--- src/rtl/tile_buffer_bank.sv ---
// Bank of independently sized tile buffers with fill/drain handshakes.
// Supports replay of a full buffer and one-cycle registered read latency.
package accelerator_config_pkg;
    parameter int DATA_WIDTH = 8;
    parameter int TILE_ELEMS = 4;
endpackage

module tile_buffer_bank #(
    parameter int DATA_WIDTH   = accelerator_config_pkg::DATA_WIDTH,
    parameter int TILE_ELEMS   = accelerator_config_pkg::TILE_ELEMS,
    parameter int MAX_TILES    = 32,
    parameter int BUFFER_COUNT = 4,
    parameter int LW           = $clog2(MAX_TILES + 1),
    localparam int TILE_WIDTH  = DATA_WIDTH * TILE_ELEMS,
    localparam int BW          = $clog2(BUFFER_COUNT)
) (
    input  logic                    clk,
    input  logic                    reset_n,
    input  logic                    cfg_valid,
    input  logic [BW-1:0]           cfg_buf,
    input  logic [LW-1:0]           cfg_tiles,
    input  logic                    wr_valid,
    output logic                    wr_ready,
    input  logic [BW-1:0]           wr_buf,
    input  logic [TILE_WIDTH-1:0]   wr_data,
    input  logic                    rd_req,
    output logic                    rd_ready,
    input  logic [BW-1:0]           rd_buf,
    input  logic                    rd_keep,
    output logic                    rd_valid,
    output logic [TILE_WIDTH-1:0]   rd_data,
    output logic                    rd_last,
    output logic [BUFFER_COUNT-1:0] buf_full,
    output logic                    wr_done
);

    logic [LW-1:0]           len_q  [BUFFER_COUNT];
    logic [LW-1:0]           widx_q [BUFFER_COUNT];
    logic [LW-1:0]           ridx_q [BUFFER_COUNT];
    logic [BUFFER_COUNT-1:0] full_q;

    logic [TILE_WIDTH-1:0]   mem [BUFFER_COUNT][MAX_TILES];

    logic                    wr_in_range;
    logic                    rd_in_range;
    logic                    cfg_in_range;
    logic                    cfg_hit_wr;
    logic                    cfg_hit_rd;
    logic                    wr_fire;
    logic                    rd_fire;
    logic                    wr_at_last;
    logic                    rd_at_last;
    logic [LW-1:0]           cfg_len;

    function automatic logic at_last(input logic [LW-1:0] idx,
                                     input logic [LW-1:0] n);
        return (32'(idx) + 32'd1) == 32'(n);
    endfunction

    // Buffer selects beyond BUFFER_COUNT are never accepted.
    always_comb begin
        wr_in_range  = 32'(wr_buf) < 32'(BUFFER_COUNT);
        rd_in_range  = 32'(rd_buf) < 32'(BUFFER_COUNT);
        cfg_in_range = 32'(cfg_buf) < 32'(BUFFER_COUNT);
        cfg_hit_wr   = cfg_valid && (cfg_buf == wr_buf);
        cfg_hit_rd   = cfg_valid && (cfg_buf == rd_buf);
        wr_ready     = 1'b0;
        rd_ready     = 1'b0;
        wr_at_last   = 1'b0;
        rd_at_last   = 1'b0;
        if (wr_in_range) begin
            wr_ready   = !full_q[wr_buf] && !cfg_hit_wr;
            wr_at_last = at_last(widx_q[wr_buf], len_q[wr_buf]);
        end
        if (rd_in_range) begin
            rd_ready   = full_q[rd_buf] && !cfg_hit_rd;
            rd_at_last = at_last(ridx_q[rd_buf], len_q[rd_buf]);
        end
        wr_fire = wr_valid && wr_ready;
        rd_fire = rd_req && rd_ready;
    end

    always_comb begin
        cfg_len = cfg_tiles;
        if (cfg_tiles == '0 || 32'(cfg_tiles) > 32'(MAX_TILES)) begin
            cfg_len = LW'(MAX_TILES);
        end
    end

    // A write and a read can only meet on different buffers, so the
    // per-buffer updates below never collide.
    always_ff @(posedge clk or negedge reset_n) begin
        if (!reset_n) begin
            for (int b = 0; b < BUFFER_COUNT; b++) begin
                len_q[b]  <= LW'(MAX_TILES);
                widx_q[b] <= '0;
                ridx_q[b] <= '0;
            end
            full_q <= '0;
        end else begin
            for (int b = 0; b < BUFFER_COUNT; b++) begin
                if (cfg_valid && cfg_in_range && cfg_buf == BW'(b)) begin
                    len_q[b]  <= cfg_len;
                    widx_q[b] <= '0;
                    ridx_q[b] <= '0;
                    full_q[b] <= 1'b0;
                end else begin
                    if (wr_fire && wr_buf == BW'(b)) begin
                        if (wr_at_last) begin
                            widx_q[b] <= '0;
                            full_q[b] <= 1'b1;
                        end else begin
                            widx_q[b] <= widx_q[b] + LW'(1);
                        end
                    end
                    if (rd_fire && rd_buf == BW'(b)) begin
                        if (rd_at_last) begin
                            ridx_q[b] <= '0;
                            if (!rd_keep) begin
                                full_q[b] <= 1'b0;
                            end
                        end else begin
                            ridx_q[b] <= ridx_q[b] + LW'(1);
                        end
                    end
                end
            end
        end
    end

    // Storage is left unreset so it maps onto block RAM.
    always_ff @(posedge clk) begin
        if (wr_fire) begin
            mem[wr_buf][widx_q[wr_buf]] <= wr_data;
        end
    end

    always_ff @(posedge clk or negedge reset_n) begin
        if (!reset_n) begin
            rd_valid <= 1'b0;
            rd_data  <= '0;
            rd_last  <= 1'b0;
            wr_done  <= 1'b0;
        end else begin
            rd_valid <= rd_fire;
            rd_last  <= rd_fire && rd_at_last;
            wr_done  <= wr_fire && wr_at_last;
            if (rd_fire) begin
                rd_data <= mem[rd_buf][ridx_q[rd_buf]];
            end
        end
    end

    assign buf_full = full_q;

endmodule

--- config.mk ---
export PLATFORM = sky130hd
export DESIGN_NAME = tile_buffer_bank
export DESIGN_NICKNAME = d
export VERILOG_FILES = /design/src/rtl/tile_buffer_bank.sv
export SDC_FILE = /design/constraint.sdc
export NUM_CORES = 2
export LEC_CHECK = 0
export CAP_MARGIN = 20
export CORE_MARGIN = 3
export CORE_UTILIZATION = 45
export DETAILED_ROUTE_END_ITERATION = 7
export MAX_ROUTING_LAYER = met4
export SYNTH_ARGS = -nofsm -noshare
export SYNTH_HDL_FRONTEND = slang
export SYNTH_SLANG_ARGS = --single-unit
--- constraint.sdc ---
create_clock -name clk -period 10.2 [get_ports clk]
set_input_delay 2.04 -clock clk [delete_from_list [all_inputs] [get_ports clk]]
set_output_delay 2.04 -clock clk [all_outputs]
set_load 0.01 [all_outputs]
==> impl_metrics.yaml <==
die:
  fp.dieArea_mm2: 0.368
  die_width_um: 607
  ios: 91
  start_util_pct: 45.4
  die_y_um: 607
  num_rows: 219
  coreArea_mm2: 0.358
synthesis:
  synthMuxAreaShare_pct: 18.1
  syn_nets: 7071
  synth_simple_gate_area_share_pct: 1.84
  synth_cells: 7008
  synth-xor-area-share_pct: 0.156
  synth_compound_area_share_pct: 1.26
  ys_ff_latch: 4207
  yosysSeqAreaShare_pct: 77.4
  syn_area_per_cell_um2: 23.2
  synthFlopType: "edfxtp_1"
  synth.distinct_cells: 61
  async_flop_share_pct: 2.64
  synth_top_family_by_area: "multiplexers"
  synth-warning-count: 0
  syn-cell-area_mm2: 0.162
  synth_edf_count: 4096
  synth_fa_ha_area_share_pct: 0.100
pwr:
  p_total_mw: 37.9
  internal-power_mw: 29.3
  switching_share_pct: 22.7
  combPwrFrac_pct: 6.9
  p_leak_nw: 56.9
  switchingPower_mw: 8.61
  vdd_drop_max_v: 0.000173
  seq_power_share_pct: 51.5
  clkPwrFrac_pct: 41.5
  cellPowerDensity_mw_per_mm2: 205
clocking:
  h-tree-depth: 5
  cts_tree: "yes"
  cts_buffers: 431
  cts-root-buf: "clkbuf_16"
  clk_latency_ns: 0.98
  clock_path_buffers: 4
  clock_sinks: 4207
  ctsResizeCount: 0
  clk_pin_slew_ns: 0.06
  post_cts_buffers: 0
  hold_buffers: 0
critical_path:
  path_buf_inv: 4
  worstSetupStartpointType: "input pin"
  cp_slowest_cell: "o21ai_0"
  r2r-end: "rd_data[6]"
  cpPeakStageDelay_ns: 1.06
  critical_path.max_fanout: 86
  arrival_ns: 7.38
  rr_startpoint: "ridx_q[1]"
  path_cells: "buf_16, buf_12, buf_4, buf_4, mux4_2, mux2_2, o22ai_1, nor2_1, o21ai_0, o2111ai_1, o21a_1"
  path_depth: 11
  cp-endpoint: "rd_data[6]"
  critical_path_class: "in -> reg"
  r2r_cells: 9
  cpLargestDelayFamily: "buffers and inverters"
  worstSetupStartpoint: "rd_buf[0]"
  required_ns: 11.04
  cpMostUsedCell: "buf_4"
  regToRegSetupSlack_ns: 5.41
  cp-end-kind: "flip-flop"
timing:
  hold_viol: 0
  period_needed_ns: 6.54
  hold_slack_ns: 0.494
  finalSetupViolations: 0
  fmax_mhz: 153
  finalMaxSlewViolations: 0
  finalCritPeriodShare_pct: 64.1
  skew_ns: 0.0690
  grt_setup_unrepaired: "no"
  worst_pin_slew_ns: 1.27
  tns_ns: 0
  slew_headroom_pct: 14.3
drt:
  ant_nets: 0
  dr_total_vias: 78800
  route.detailed.drc: 0
  drt_iter0_markers: 10800
  wl_um: 456000
  post_drt_wl_per_cell_um: 36.4
  viasPerCell: 6.29
  first_pass_iters: 6
global_route:
  grt_pass1_wl_um: 635000
  grt_pass1_vias: 78800
  grt_max_degree: 120
  antenna_found_initial: 41
  grtUsageTotal_pct: 25.6
  overflow: 0
place:
  port_buffers: 90
  dpl_cell_area_mm2: 0.170
  dp_hpwl_um: 256000
  place_congestion: 0.864
  place_inst: 11700
final_layout:
  fin_area_mm2: 0.185
  layout_commonest_cell: "edfxtp_1"
  final_layout_size_suffix_gt1_share_pct: 31.6
  stdcell_count: 12500
  syn_to_final_growth_pct: 13.7
  fin_nets: 7451
  mostFrequentLayoutCells: "4,096 x edfxtp_1, 1,238 x mux4_2, 435 x clkbuf_16, 265 x buf_4, 228 x nand2_1"
job:
  maxCapViolCount: 0
hold_path:
  hp-class: "reg -> reg"
status:
  status: "finished clean"
worst reg2reg max path: stages (launching register included):
cell and delay, ns:
dfrtp_1 0.43, mux4_4 0.63, buf_4 0.41, buf_12 0.59
mux2_2 0.61, o22ai_1 0.29, nor2_1 0.20, o21ai_0 1.06
o2111ai_1 0.27, o21a_1 0.18
cell families (layout without fill, tap and decap cells):
group / after synthesis / count (layout)
flip-flops: 4207 / 4207
AND/OR/NAND/NOR: 679 / 679
other: 0 / 25
multiplexers: 1374 / 1374
buffers and inverters: 408 / 1144
adder cells (fa/ha/maj): 13 / 13
AO/OA/AOI/OAI: 298 / 298
XOR/XNOR: 29 / 29
flip-flops by register name (all words and copies together) (netlist names):
name      count
mem        4096
rd_data      32
len_q        24
ridx_q       24
widx_q       24
buf_full      4
rd_last       1
rd_valid      1
wr_done       1
synth_stat cells (14+ instances only):
cell type  number  area (µm²)
edfxtp_1     4096      123000
mux4_2       1242       28000
nand2_1       229         860
clkbuf_1      224         841
nor2_1        210         788
nand3_1       141         706
mux2_2        130        1460
buf_2         115         576
dfrtp_1       107        2680
o21ai_0        71         355
o22ai_1        66         413
buf_1          48         180
o2111ai_1      34         298
a22oi_1        32         240
o21a_1         32         240
nor3_1         23         115
xor2_1         16         140
or2_2          14        87.6
per-stage QoR:
| step | setup WS (ns) | util, % |
|---|---|---|
| final | 3.66 | 51.7 |
| after global routing | 3.40 | 51.6 |
| after CTS | 3.63 | 51.6 |
| after detailed placement | 2.59 | 47.7 |
| after global placement | 2.44 | 47.7 |
| after floorplan | 3.74 | - |
metal layers:
| metal | vias up | track usage (%) | wire [µm] |
|---|---|---|---|
| met2 | 4075 | 38.9 | 217000 |
| met5 | - | - | 0 |
| met1 | 43200 | 35.3 | 179000 |
| li1 | 30700 | - | - |
| met3 | 706 | 4.43 | 42300 |
| met4 | 0 | 8.62 | 18000 |
worst min-delay path by stage:
stage | startpoint | end | slack [ns] | cells past startpoint
5_1_grt | len_q[5] | len_q[5] | 0.54 | 2
3_5_place_dp | len_q[17] | len_q[17] | 0.49 | 2
4_1_cts | len_q[17] | len_q[17] | 0.50 | 2
3_3_place_gp | len_q[17] | len_q[17] | 0.47 | 2
2_1_floorplan | len_q[10] | len_q[10] | 0.46 | 2
6_report | len_q[23] | len_q[23] | 0.49 | 2
power by group through the flow:
stage / Combinational [mW] / Sequential, mW / Clock, mW
2_1_floorplan: 1.27 / 19.7 / 0
3_3_place_gp: 2.60 / 19.9 / 0
3_5_place_dp: 2.64 / 19.9 / 0
4_1_cts: 2.64 / 19.5 / 16.0
5_1_grt: 2.74 / 19.5 / 16.7
6_report: 2.63 / 19.5 / 15.7
layout make-up:
type                    count  area, µm²
clock buffers             523      11300
clock inverters           266       2770
multi-input cells        2393      35900
well taps                4751       5940
inverters                  11       41.3
diodes                     25       62.6
flip-flops and latches   4207     126000
repair buffers            344       2990
fillers                 27400     173000
(Power assumes the default switching activity.)
